===== src/rtl/block_stats_pkg.sv =====
// Shared types and helpers for the block statistics datapath.
package block_stats_pkg;

  // Controller states; fixed 2-bit encoding.
  typedef enum logic [1:0] {
    ST_IDLE = 2'd0,
    ST_ACC  = 2'd1,
    ST_DONE = 2'd2
  } state_t;

  // Divide a block total by 2**log_n, optionally rounding half up.
  // Evaluated at 64 bits so the rounding bias can never wrap the total.
  function automatic logic [63:0] mean_shift(input logic [63:0] total,
                                             input int unsigned log_n,
                                             input bit round_en);
    logic [63:0] bias;
    bias = round_en ? (64'd1 << (log_n - 1)) : 64'd0;
    return (total + bias) >> log_n;
  endfunction

endpackage


===== src/rtl/sample_counter.sv =====
// Counts accepted samples within a block; flags the last sample slot.
module sample_counter #(
  parameter int W = 5
) (
  input  logic clk,
  input  logic rst_n,
  input  logic clr,
  input  logic en,
  output logic tc
);

  logic [W-1:0] count_d;
  logic [W-1:0] count_q;

  // Clear wins over enable; the count wraps naturally after the last slot.
  always_comb begin
    count_d = count_q;
    if (clr) begin
      count_d = '0;
    end else if (en) begin
      count_d = count_q + W'(1);
    end
  end

  // Count register.
  always_ff @(posedge clk or negedge rst_n) begin
    if (!rst_n) begin
      count_q <= '0;
    end else begin
      count_q <= count_d;
    end
  end

  assign tc = (count_q == {W{1'b1}});

endmodule


===== src/rtl/block_mean_stats.sv =====
// Block statistics: sum, mean, min and max over N streamed samples.
module block_mean_stats
  import block_stats_pkg::*;
#(
  parameter int DATA_W = 8,
  parameter int N      = 32,
  parameter int ROUND  = 0
) (
  input  logic                          clk,
  input  logic                          reset,
  input  logic                          start,
  input  logic                          in_valid,
  input  logic [DATA_W-1:0]             in_data,
  output logic                          in_ready,
  output logic                          busy,
  output logic                          done,
  output logic [DATA_W+$clog2(N)-1:0]   sum,
  output logic [DATA_W-1:0]             mean,
  output logic [DATA_W-1:0]             min_val,
  output logic [DATA_W-1:0]             max_val
);

  localparam int LOG_N = $clog2(N);
  localparam int ACC_W = DATA_W + LOG_N;

  state_t              state_d,   state_q;
  logic                busy_d,    busy_q;
  logic                done_d,    done_q;
  logic [ACC_W-1:0]    acc_d,     acc_q;
  logic [DATA_W-1:0]   run_min_d, run_min_q;
  logic [DATA_W-1:0]   run_max_d, run_max_q;
  logic [ACC_W-1:0]    sum_d,     sum_q;
  logic [DATA_W-1:0]   mean_d,    mean_q;
  logic [DATA_W-1:0]   min_d,     min_q;
  logic [DATA_W-1:0]   max_d,     max_q;

  logic                hs;
  logic                clr_blk;
  logic                last_slot;
  logic [ACC_W-1:0]    samp_acc;
  logic [DATA_W-1:0]   samp_min;
  logic [DATA_W-1:0]   samp_max;

  // Handshake and block-start qualifiers; start only counts outside ACC.
  always_comb begin
    hs       = in_valid && (state_q == ST_ACC);
    clr_blk  = start && ((state_q == ST_IDLE) || (state_q == ST_DONE));
    samp_acc = acc_q + ACC_W'(in_data);
    samp_min = (in_data < run_min_q) ? in_data : run_min_q;
    samp_max = (in_data > run_max_q) ? in_data : run_max_q;
  end

  sample_counter #(
    .W (LOG_N)
  ) u_cnt (
    .clk   (clk),
    .rst_n (reset),
    .clr   (clr_blk),
    .en    (hs),
    .tc    (last_slot)
  );

  // Next-state logic: controller, running statistics and result capture.
  always_comb begin
    state_d   = state_q;
    acc_d     = acc_q;
    run_min_d = run_min_q;
    run_max_d = run_max_q;
    sum_d     = sum_q;
    mean_d    = mean_q;
    min_d     = min_q;
    max_d     = max_q;
    case (state_q)
      ST_IDLE: begin
        if (start) begin
          state_d   = ST_ACC;
          acc_d     = '0;
          run_min_d = '1;
          run_max_d = '0;
        end
      end
      ST_ACC: begin
        if (hs) begin
          acc_d     = samp_acc;
          run_min_d = samp_min;
          run_max_d = samp_max;
          // Final sample: results take the values that already include it.
          if (last_slot) begin
            state_d = ST_DONE;
            sum_d   = samp_acc;
            mean_d  = DATA_W'(mean_shift(64'(samp_acc), LOG_N, ROUND != 0));
            min_d   = samp_min;
            max_d   = samp_max;
          end
        end
      end
      ST_DONE: begin
        if (start) begin
          state_d   = ST_ACC;
          acc_d     = '0;
          run_min_d = '1;
          run_max_d = '0;
        end else begin
          state_d = ST_IDLE;
        end
      end
      default: state_d = ST_IDLE;
    endcase
    busy_d = (state_d == ST_ACC);
    done_d = (state_d == ST_DONE);
  end

  // State, status flags, running statistics and held results.
  always_ff @(posedge clk or negedge reset) begin
    if (!reset) begin
      state_q   <= ST_IDLE;
      busy_q    <= 1'b0;
      done_q    <= 1'b0;
      acc_q     <= '0;
      run_min_q <= '0;
      run_max_q <= '0;
      sum_q     <= '0;
      mean_q    <= '0;
      min_q     <= '0;
      max_q     <= '0;
    end else begin
      state_q   <= state_d;
      busy_q    <= busy_d;
      done_q    <= done_d;
      acc_q     <= acc_d;
      run_min_q <= run_min_d;
      run_max_q <= run_max_d;
      sum_q     <= sum_d;
      mean_q    <= mean_d;
      min_q     <= min_d;
      max_q     <= max_d;
    end
  end

  assign in_ready = busy_q;
  assign busy     = busy_q;
  assign done     = done_q;
  assign sum      = sum_q;
  assign mean     = mean_q;
  assign min_val  = min_q;
  assign max_val  = max_q;

endmodule


===== config.mk =====
export PLATFORM = sky130hd
export DESIGN_NAME = block_mean_stats
export DESIGN_NICKNAME = d
export VERILOG_FILES = /design/src/rtl/block_stats_pkg.sv /design/src/rtl/sample_counter.sv /design/src/rtl/block_mean_stats.sv
export SDC_FILE = /design/constraint.sdc
export NUM_CORES = 1
export LEC_CHECK = 0
export BUFFER_PORTS_ARGS = -buffer_cell sky130_fd_sc_hd__buf_2
export CAP_MARGIN = 10
export CELL_PAD_IN_SITES_DETAIL_PLACEMENT = 1
export CELL_PAD_IN_SITES_GLOBAL_PLACEMENT = 1
export CORE_MARGIN = 4
export CORE_UTILIZATION = 48
export CTS_CLUSTER_DIAMETER = 120
export DETAILED_ROUTE_END_ITERATION = 6
export HOLD_SLACK_MARGIN = 0.08
export PLACE_DENSITY_LB_ADDON = 0.1
export SLEW_MARGIN = 5
export SYNTH_ARGS = -nofsm -noshare
export SYNTH_HDL_FRONTEND = slang
export SYNTH_HIERARCHICAL = 1
export SYNTH_SLANG_ARGS = --single-unit

===== constraint.sdc =====
create_clock -name clk -period 3.88 [get_ports clk]
set_input_delay 0.388 -clock clk [delete_from_list [all_inputs] [get_ports clk]]
set_output_delay 0.388 -clock clk [all_outputs]
set_load 0.02 [all_outputs]

# After elaboration in Yosys (flattened, before gate mapping)
# Index checks and enable logic that the tools add are counted.
[totals] regBits=75 ramBits=0 mem_bits_ro=0 memories=0 latchBits=0 word_cells=49
[op_classes] n_mux=18 n_div=0 n_eq_ne=7 n_lt_le_gt_ge=2 addsub=2 n_mul=0 n_bitwise=0 reduce_logical=9 shift=0
[ops] op="two-way mux 8 bit" count=6
[ops] op="case mux 8 bit (2 select lines)" count=2
[ops] op="two-way mux 13 bit" count=2
[ops] op="case mux 13 bit (2 select lines)" count=1
[ops] op="adder 13 x 8 -> 13 bit" count=1
[ops] op="two-way mux 5 bit" count=2
[ops] op="> comparator 8 bit" count=1
[ops] op="< comparator 8 bit" count=1
[ops] op="two-way mux 2 bit" count=3
[ops] op="case mux 2 bit (3 select lines)" count=1
[ops] op="AND reduction 3 bit" count=2
[ops] op="adder 5 x 1 -> 5 bit (second input constant)" count=1
[ops] op="== test 5 bit (second input constant)" count=1
[ops] op="== test 2 x 1 -> 1 bit (second input constant)" count=2
[ops] op="== test 2 bit (second input constant)" count=2
[ops] op="nonzero test 2 bit" count=2
[ops] op="logical AND 1 bit" count=2
[ops] op="logical NOT 2 bit" count=1
[ops] op="inequality test 2 x 1 -> 1 bit (second input constant)" count=1
[ops] op="inequality test 2 bit (second input constant)" count=1
[ops] op="OR reduction 2 bit" count=1
[ops] op="logical OR 1 bit" count=1
[ops] op="two-way mux 1 bit" count=1

# Logic depth before layout (Yosys ltp)
# Gate-level depths: netlist (run 1).
[depth] ltp_word=5 mapped_depth=10

# Modules after synthesis
# Netlist (run 1), hierarchy kept.
[by_module_without_submodules] module="block_mean_stats" cells_each=325 seq_area_each_um2=1551.5 area_per_inst_um2=3269.4 instances=1
[by_module_without_submodules] module="sample_counter" cells_each=22 seq_area_each_um2=125.1 area_per_inst_um2=276.5 instances=1

# Least setup slack after synthesis (run 1)
# No wires, ideal clock.
[synth_path] kind="input -> register" startpoint="in in_data[0]" endpoint="reg sum_q[12] (netlist: sum[12])" path_buffers=0 t_arrival_ns=1.858 slack_ns=1.890 setup_ns=0.132 path_stages=8 path_cell_list="ha_1 > fa_1 > a211oi_1 > o21a_1 > o21ai_2 > nand3_1 > xor2_1 > o21ai_1"
[synth_via] elab_chain_len=1
[synth_lines] item="from (decl)" line="block_mean_stats.sv:13" source="input logic [DATA_W-1:0] in_data,"
[synth_lines] item="adder 13 x 8 -> 13 bit" line="block_mean_stats.sv:48" source="samp_acc = acc_q + ACC_W'(in_data);"
[synth_lines] item="to (signal assigned)" line="block_mean_stats.sv:133" source="sum_q <= sum_d;"
[synth_lines] item="to (decl)" line="block_mean_stats.sv:32" source="logic [ACC_W-1:0] sum_d, sum_q;"
# No other way between the ends.
# A chain may end at the register's enable or synchronous reset.

# Final worst setup path (run 1)
[layout_path] startpoint="reg run_max_q[1]" endpoint="reg run_max_q[5]"
[layout_via] elab_chain_len=4
[layout_lines] item="from (decl)" line="block_mean_stats.sv:31" source="logic [DATA_W-1:0] run_max_d, run_max_q;"
[layout_lines] item="from (signal assigned)" line="block_mean_stats.sv:132" source="run_max_q <= run_max_d;"
[layout_lines] item="> comparator 8 bit" line="block_mean_stats.sv:50" source="samp_max = (in_data > run_max_q) ? in_data : run_max_q;"
[layout_lines] item="two-way mux 8 bit" line="block_mean_stats.sv:50"
[layout_lines] item="two-way mux 8 bit" line="block_mean_stats.sv:83" source="if (hs) begin"
[layout_lines] item="case mux 8 bit (2 select lines)" line="block_mean_stats.sv:73" source="case (state_q)"
# No other way between the ends. The select of a mux whose other input is x is not followed.

==> flow_metrics.py, run 1 <==
metrics = {
    "outcome": {
        "outcome": "finished, final reports clean",
    },
    "power_and_ir_drop": {
        "p_per_area_nw_per_um2": 802.0,
        "total_power_mw": 3.219,
        "power.leakage_nw": 2.047,
        "ir_drop_mv": 0.3137,
    },
    "sta": {
        "maxSlewViolCount": 0,
        "rsz0062_at_grt": "no",
        "setup_viol": 0,
        "clock.fmax_mhz": 392.2,
        "max-slew-margin-rel_pct": 35.42,
        "fin_crit_ns": 2.550,
        "timing.final.hold_violations": 0,
        "finClkSkew_ns": 0.009014,
        "setup_tns_ns": 0,
        "fin_ws_ns": 1.330,
        "holdWs_ns": 0.1948,
        "tightest_slew_ns": 0.9687,
        "fin_crit_sh_pct": 65.72,
    },
    "finish": {
        "nets": 426,
        "multi_input_area_um2": 1648,
        "synthToLayoutAreaGrowth_pct": 13.20,
        "regArea_um2": 1677,
        "antenna_cells": 0,
        "drive_gt1_share_pct": 20.61,
        "fin_area_um2": 4014,
        "fillers": 839,
    },
    "setup_path": {
        "crit_cells": 8,
        "slowest_delay_ns": 0.65,
        "critPathCaptureType": "flip-flop",
        "reg2reg_to": "run_max_q[5]",
        "crit_fanout": 17,
        "rrSetupSlack_ns": 1.33,
        "cpLargestDelayFamily": "compound AO/OA/AOI/OAI gates",
        "crit_arrival_ns": 2.78,
        "r2r_start": "run_max_q[1]",
        "slowest_stage": "o22a_1",
        "crit_buf_inv": 1,
        "crit_chain": "inv_1, ha_1, nor2b_1, o211ai_1, a21oi_1, o22a_1, o21ai_1, a32o_1",
        "reg2reg_depth": 8,
        "startpoint_type": "flip-flop",
        "worstPathRequired_ns": 4.11,
        "crit_type": "reg -> reg",
    },
    "placed_design": {
        "dpl.hpwl_mm": 6.152,
        "port_buffers": 51,
        "gp_congestion": 0.7656,
        "dp_slack_ns": 1.260,
        "post_dp_cell_area_um2": 3820,
    },
    "routing": {
        "drc_errors": 0,
        "finalWirelength_mm": 8.599,
        "avgViaCountPerCell": 5.528,
        "wl_per_cell_um": 17.48,
        "vias": 2720,
        "drt_iter0_drc": 127,
        "ant_nets": 0,
        "drt_first_pass_iters": 4,
    },
    "global_routing": {
        "antenna_found_initial": 0,
        "grt_pass1_wl_mm": 14.39,
        "grt_max_degree": 43,
        "grt_pass1_vias": 2928,
        "grt.total_usage_pct": 21.28,
        "overflow": 0,
    },
    "die": {
        "rows": 31,
        "die_h_um": 93.95,
        "start_util_pct": 49.15,
        "dieArea_um2": 8827,
        "die_w_um": 93.95,
        "io_pins": 52,
        "core_um2": 7214,
    },
    "clock_network": {
        "cts_tree": "yes",
        "numClockSinks": 67,
        "cts_root_buf": "clkbuf_8",
        "cts_hold_buf": 0,
        "cts_setup_buffers": 0,
        "htree_levels": 3,
        "clk_latency_ns": 0.35,
        "numCtsBuffers": 9,
        "clk_path_buf_depth": 2,
        "clk_pin_slew_ns": 0.07,
        "cts.repair.resized": 0,
    },
    "flow_run": {
        "maxCapViolCount": 0,
    },
    "synthesis": {
        "synth_edf_count": 0,
        "avgSynthCellArea_um2": 10.22,
        "synthArstFlopShare_pct": 100.0,
        "netlist_area_um2": 3546,
        "yosys.area.top_type": "dfrtp_1",
        "synth_top_area_share_pct": 47.28,
        "synthTopCellsByArea": "dfrtp_1 (47%), ha_1 (8.8%), mux2i_1 (5.1%)",
        "synth-main-ff-cell": "dfrtp_1",
        "seq_area_frac_synth_pct": 47.28,
        "syn-num-nets": 385,
        "synth.distinct_cells": 44,
        "syn_inst": 347,
        "ys.warnings.count": 6,
        "synth-seq-cells": 67,
    },
    "worst_hold_path": {
        "hp-class": "in -> async",
    },
}
[sequential cells by signal, summed over array words and instances, names as in the netlist, 2 cells and up]
signal,count
state_q,2
run_max_q,8
run_min_q,8
max_val,8
u_cnt/count_q,5
acc_q,13
sum,13
min_val,8
[Yosys cell counts (2+ instances only)]
cell type and number:
o21ai_0 7, xnor2_1 5, nand3_1 13, nand4_1 3, dfrtp_1 67, and3_1 3, inv_1 18, mux2i_1 18
nor2b_1 2, buf_4 9, a21oi_1 15, buf_2 3, nand2b_1 3, buf_1 4, o22a_1 9, or3_1 2
buf_6 2, clkbuf_1 8, o211ai_1 3, o21ai_1 32, a32o_1 9, mux2_1 2, o31ai_1 2, ha_1 25
nor2_1 8, inv_2 3, a21o_1 5, a211oi_1 2, xor2_1 6, nand2_1 42, a31oi_1 4
[cell type report]
class	count	area share [%]
clock buffer	11	3.522
clock inverter	5	1.309
inverter	21	1.964
multi-input combinational	233	41.05
sequential	67	41.77
tap	99	3.086
timing repair buffer	56	7.294
[per-stage QoR]
| stage | util (%) | std cells |
|---|---|---|
| floorplan | - | 347 |
| global placement | 52.95 | 476 |
| detailed placement | 52.95 | 476 |
| CTS | 55.64 | 492 |
| global route | 55.64 | 492 |
| finish | 55.64 | 492 |
[kinds of logic after synthesis]
kind of cell,after synthesis,synth area share [%]
buf+inv,47,6.457
fa+ha+maj,26,9.386
flops,67,47.28
xor+xnor,11,2.717
simple gates,81,10.80
compound gates,94,17.22
mux,21,6.139
[routing by layer]
layer  vias up  part of all wire (%)  global-route usage, %
li1       1308                     -                      -
met1      1320                    45                  27.56
met2        66                    49                  34.54
met3        26                   3.5                  3.926
met4         0                   2.8                  9.747
met5         -                     0                      0
[worst reg2reg max path: cells and delay by family, from the launching register on]
kind / cells / cell delay [ns]
AND/OR/NAND/NOR: 1 / 0.14
buffers and inverters: 1 / 0.06
flip-flops: 1 / 0.40
adder cells (fa/ha/maj): 1 / 0.29
AO/OA/AOI/OAI: 5 / 1.55
[worst max-delay path by stage]
stage	from	endpoint	slack (ns)
finish	run_max_q[1]	run_max_q[5]	1.33
global route	run_max_q[1]	run_max_q[5]	1.15
CTS	run_max_q[1]	run_max_q[5]	1.35
detailed placement	in_data[1]	run_max_q[5]	1.26
global placement	in_data[1]	run_max_q[1]	1.31
floorplan	in_data[0]	sum[12]	1.89
[power by group]
group          total [mW]  switching [mW]  internal (mW)
sequential           1.17           0.207          0.968
combinational        1.47           0.880          0.587
clock               0.578           0.267          0.311
[cell usage in the layout, fill, tap and decap left out, types with 3 or more instances in the layout]
master,count
a21oi_1,15
and3_1,3
a21o_1,5
clkbuf_8,10
o22a_1,9
buf_4,5
inv_2,3
xor2_1,6
mux2i_1,18
o21ai_1,32
nand4_1,3
nor2_1,8
ha_1,25
buf_2,51
xnor2_1,5
dfrtp_1,67
nand2_1,41
a31oi_1,4
o211ai_1,3
nand2b_1,3
o21ai_0,7
clkinv_2,3
nand3_1,13
inv_1,18
a32o_1,9
Power figures use the tool's default switching activity.
==> run 2: changes to the inputs <==
--- a/config.mk
+++ b/config.mk
@@ -10,7 +10,7 @@
 export CELL_PAD_IN_SITES_DETAIL_PLACEMENT = 1
 export CELL_PAD_IN_SITES_GLOBAL_PLACEMENT = 1
 export CORE_MARGIN = 4
-export CORE_UTILIZATION = 48
+export CORE_UTILIZATION = 44
 export CTS_CLUSTER_DIAMETER = 120
 export DETAILED_ROUTE_END_ITERATION = 6
 export HOLD_SLACK_MARGIN = 0.08
==> constraint.sdc (replaced) <==
create_clock -name clk -period 2.54 [get_ports clk]
set_input_delay 0.254 -clock clk [delete_from_list [all_inputs] [get_ports clk]]
set_output_delay 0.254 -clock clk [all_outputs]
set_load 0.02 [all_outputs]
==> flow_metrics.py, run 2 (synthesis gave the netlist of run 1 again) <==
metrics = {
    "placed_design": {
        "gp_congestion": 0.9177,
        "port_buffers": 51,
        "dpl.hpwl_mm": 6.044,
    },
    "global_routing": {
        "grt_max_degree": 68,
        "grt_pass1_vias": 2801,
        "grtUsageMet2_pct": 30.05,
        "busiest_layer": "met2",
        "antenna_found_initial": 0,
        "grt.total_usage_pct": 18.59,
        "overflow": 0,
        "grt_use_met1_pct": 25.10,
        "met3_usage_pct": 3.357,
        "grt_pass1_wl_mm": 14.40,
    },
    "finish": {
        "drive_gt1_share_pct": 21.27,
        "fillers": 882,
        "regArea_um2": 1677,
        "antenna_cells": 0,
        "layout_common_cells": "dfrtp_1 (67), buf_2 (51), nand2_1 (41)",
        "nets": 430,
        "layout.cells.most_common": "dfrtp_1",
        "synthToLayoutAreaGrowth_pct": 13.73,
        "multi_input_area_um2": 1648,
    },
    "sta": {
        "setup_tns_ns": 0,
        "fin_crit_sh_pct": 92.12,
        "clock.fmax_mhz": 427.4,
        "finClkSkew_ns": 0.01066,
        "rsz0062_at_grt": "no",
        "fin_crit_ns": 2.340,
        "setup_viol": 0,
        "timing.final.hold_violations": 0,
        "max-slew-margin-rel_pct": 42.22,
        "maxSlewViolCount": 0,
        "tightest_slew_ns": 0.8667,
    },
    "setup_path": {
        "critPathCaptureType": "flip-flop",
        "rrSetupSlack_ns": 0.20,
        "crit_type": "reg -> reg",
        "startpoint_type": "flip-flop",
        "crit_fanout": 8,
        "crit_arrival_ns": 2.56,
        "slowest_delay_ns": 0.41,
        "worstPathRequired_ns": 2.76,
        "crit_start": "run_min_q[5]",
        "crit_chain": "inv_1, ha_1, a21oi_1, nor2_1, a211oi_1, o31ai_2, or2_0, o22a_1",
        "r2r_start": "run_min_q[5]",
        "reg2reg_to": "run_min_q[6]",
        "reg2reg_depth": 8,
        "slowest_stage": "or2_0",
        "worstSetupEndpoint": "run_min_q[6]",
    },
    "worst_hold_path": {
        "hp-class": "in -> async",
    },
    "power_and_ir_drop": {
        "ir_drop_mv": 0.5070,
        "power.leakage_nw": 2.063,
        "p_per_area_nw_per_um2": 1198,
        "total_power_mw": 4.832,
    },
    "clock_network": {
        "numClockSinks": 67,
        "clk_path_buf_depth": 2,
        "numCtsBuffers": 9,
        "cts.repair.resized": 0,
        "htree_levels": 3,
        "cts_tree": "yes",
        "clk_pin_slew_ns": 0.07,
        "clk_latency_ns": 0.34,
        "cts_root_buf": "clkbuf_8",
        "cts_hold_buf": 0,
        "cts_setup_buffers": 0,
    },
    "routing": {
        "drt_iter0_drc": 106,
        "avgViaCountPerCell": 5.396,
        "ant_nets": 0,
        "wl_per_cell_um": 16.80,
        "vias": 2682,
        "drt_first_pass_iters": 5,
        "drc_errors": 0,
        "finalWirelength_mm": 8.350,
    },
    "outcome": {
        "outcome": "finished, final reports clean",
    },
    "die": {
        "io_pins": 52,
        "dieArea_um2": 9559,
        "die_w_um": 97.77,
        "rows": 32,
        "start_util_pct": 45.65,
        "die_h_um": 97.77,
        "core_um2": 7767,
    },
    "flow_run": {
        "maxCapViolCount": 0,
    },
}
run 2: changes by cell type in the layout (fill, tap and decap cells not counted), sizes merged:
cell      previous run  this run
buf                 56        60
bufinv               1         0
clkinvlp             1         0
run 2: worst min path at each step:
stage / start / end / cells past startpoint
CTS: reset / min_val[3] / 2
floorplan: reset / acc_q[0] / 0
finish: reset / min_val[3] / 2
global placement: sum[2] / sum[2] / 2
global route: reset / min_val[3] / 2
detailed placement: min_val[6] / min_val[6] / 2
run 2: cell type report:
class                   instances  share of cell area [%]
inverters                      21                   1.955
multi-input cells             233                   40.86
repair buffers                 60                   8.315
clock buffers                  11                   3.754
clock inverters                 3                  0.3723
flip-flops and latches         67                   41.58
well taps                     102                   3.165
run 2: metrics by stage:
stage | cells | utilization [%] | area [µm²] | hold WS [ns] | setup WS [ns]
2_1_floorplan | 347 | - | 3546 | -0.04159 | 0.5843
3_3_place_gp | 483 | 49.77 | 3866 | 0.4635 | 0.3188
3_5_place_dp | 483 | 49.77 | 3866 | 0.4715 | 0.3180
4_1_cts | 497 | 51.92 | 4033 | 0.1418 | 0.2455
5_1_grt | 497 | 51.92 | 4033 | 0.1845 | 0.09712
6_report | 497 | 51.92 | 4033 | 0.09206 | 0.2001
run 2: per-layer routing:
metal  wire length [µm]  up-vias
met2               3903       51
met5                  0        -
met4                123        0
met3                262       10
met1               4060     1315
li1                   -     1306
run 2: worst max-delay path: cells and delay by family (launching register included):
| family | cells | cell delay (ns) |
|---|---|---|
| buffers and inverters | 1 | 0.06 |
| adder cells (fa/ha/maj) | 1 | 0.31 |
| flip-flops | 1 | 0.37 |
| AND/OR/NAND/NOR | 2 | 0.50 |
| AO/OA/AOI/OAI | 4 | 0.98 |
run 2: power breakdown:
group	total, mW	internal [mW]	switching (mW)
Clock	0.783	0.392	0.392
Combinational	2.26	0.916	1.35
Sequential	1.78	1.48	0.306
Total	4.83	2.79	2.05
==> run 3: changes to the inputs <==
==> constraint.sdc (replaced) <==
create_clock -name clk -period 2.54 [get_ports clk]
set_input_delay 0.762 -clock clk [delete_from_list [all_inputs] [get_ports clk]]
set_output_delay 0.762 -clock clk [all_outputs]
set_load 0.02 [all_outputs]
==> flow_metrics.py, run 3 (synthesis gave the netlist of run 1 again) <==
metrics = {
    "outcome": {
        "outcome": "finished, final reports clean",
    },
    "sta": {
        "tightest_slew_ns": 0.6876,
        "fin_crit_ns": 2.313,
        "max-slew-margin-rel_pct": 53.85,
        "finClkSkew_ns": 0.007741,
        "timing.final.hold_violations": 0,
        "setup_viol": 0,
        "fin_ws_ns": 0.2270,
        "maxSlewViolCount": 0,
        "rsz0062_at_grt": "no",
        "fin_crit_sh_pct": 91.06,
        "clock.fmax_mhz": 432.3,
    },
    "clock_network": {
        "numClockSinks": 67,
        "clk_path_buf_depth": 2,
        "numCtsBuffers": 9,
        "cts_root_buf": "clkbuf_8",
        "cts.repair.resized": 0,
        "htree_levels": 3,
        "cts_tree": "yes",
        "clk_pin_slew_ns": 0.07,
        "cts_setup_buffers": 0,
        "cts_hold_buf": 0,
        "clk_latency_ns": 0.34,
    },
    "setup_path": {
        "worstPathRequired_ns": 2.82,
        "crit_type": "in -> reg",
        "r2r_start": "run_max_q[1]",
        "startpoint_type": "primary input",
        "rrSetupSlack_ns": 0.38,
        "reg2reg_to": "run_max_q[5]",
        "crit_fanout": 8,
        "critPathCaptureType": "flip-flop",
        "reg2reg_depth": 8,
        "crit_arrival_ns": 2.59,
    },
    "worst_hold_path": {
        "hp-class": "in -> async",
    },
    "power_and_ir_drop": {
        "power.leakage_nw": 2.149,
        "ir_drop_mv": 0.4582,
        "total_power_mw": 5.033,
        "p_per_area_nw_per_um2": 1204,
    },
    "routing": {
        "drc_errors": 0,
        "finalWirelength_mm": 8.599,
        "vias": 2740,
        "ant_nets": 0,
        "avgViaCountPerCell": 5.331,
        "drt_iter0_drc": 76,
        "drt_first_pass_iters": 4,
        "wl_per_cell_um": 16.73,
    },
    "finish": {
        "post-route-util_pct": 53.82,
        "nets": 446,
        "synthToLayoutAreaGrowth_pct": 17.89,
        "antenna_cells": 0,
        "drive_gt1_share_pct": 24.03,
        "layout_common_cells": "dfrtp_1 (67), buf_2 (51), nand2_1 (41)",
        "layout.cells.most_common": "dfrtp_1",
    },
    "die": {
        "die_w_um": 97.77,
        "dieArea_um2": 9559,
        "io_pins": 52,
        "start_util_pct": 45.65,
        "die_h_um": 97.77,
        "rows": 32,
        "core_um2": 7767,
    },
    "flow_run": {
        "maxCapViolCount": 0,
    },
    "global_routing": {
        "grt.total_usage_pct": 19.38,
        "grt_max_degree": 68,
        "grt_pass1_vias": 2896,
        "overflow": 0,
        "antenna_found_initial": 0,
        "grt_pass1_wl_mm": 14.87,
    },
    "placed_design": {
        "dpl.hpwl_mm": 6.376,
        "port_buffers": 51,
        "gp_congestion": 0.8242,
        "dp_slack_ns": -0.1001,
    },
}
-- run 3: worst max-delay path by stage --
stage                               to  depth (start not counted)  slack (ns)       start
after floorplan                sum[12]                          8        0.18  in_data[0]
after global placement         sum[12]                          9       -0.11  in_data[0]
after detailed placement  run_max_q[5]                          8       -0.10  in_data[1]
after CTS                 run_max_q[5]                          8        0.23  in_data[1]
after global routing           sum[12]                          9        0.07  in_data[0]
final                     run_max_q[5]                          8        0.23  in_data[1]
-- run 3: critical path, stage by stage --
cell and delay [ns]:
buf_2 0.14, ha_1 0.31, nor2b_1 0.14, o211ai_1 0.17, a21oi_1 0.10, o22a_1 0.18, o21ai_1 0.55, a32o_1 0.23
-- run 3: cell type report --
class	instances	area [µm²]
fill	889	3587
sequential	67	1677
multi-input combinational	233	1648
timing repair buffer	76	455.4
clock buffer	13	158.9
tap	102	127.6
inverter	21	78.83
clock inverter	2	35.03
-- run 3: power breakdown --
part / internal (mW) / leakage, nW / switching [mW]
Combinational: 0.998 / 1.19 / 1.33
Sequential: 1.48 / 0.861 / 0.324
Clock: 0.501 / 0.0995 / 0.399
Total: 2.98 / 2.15 / 2.05
-- run 3: metal layers --
metal  track usage (%)  vias to the layer above  wire length (µm)
li1                  -                     1344                 -
met1             25.30                     1350              4079
met2             32.10                       41              4165
met3             4.714                        5               281
met4             5.751                        0                72
met5                 0                        -                 0
-- run 3: per-stage QoR --
step           cell area [µm²]  cells  setup TNS, ns  hold slack, ns
6_report                  4180    514              0          0.4346
5_1_grt                   4180    514              0          0.4323
4_1_cts                   4180    514              0          0.4505
3_5_place_dp              3986    499         -1.678          0.4709
3_3_place_gp              3986    499        -0.9147          0.4611
2_1_floorplan             3546    347              0          0.4596
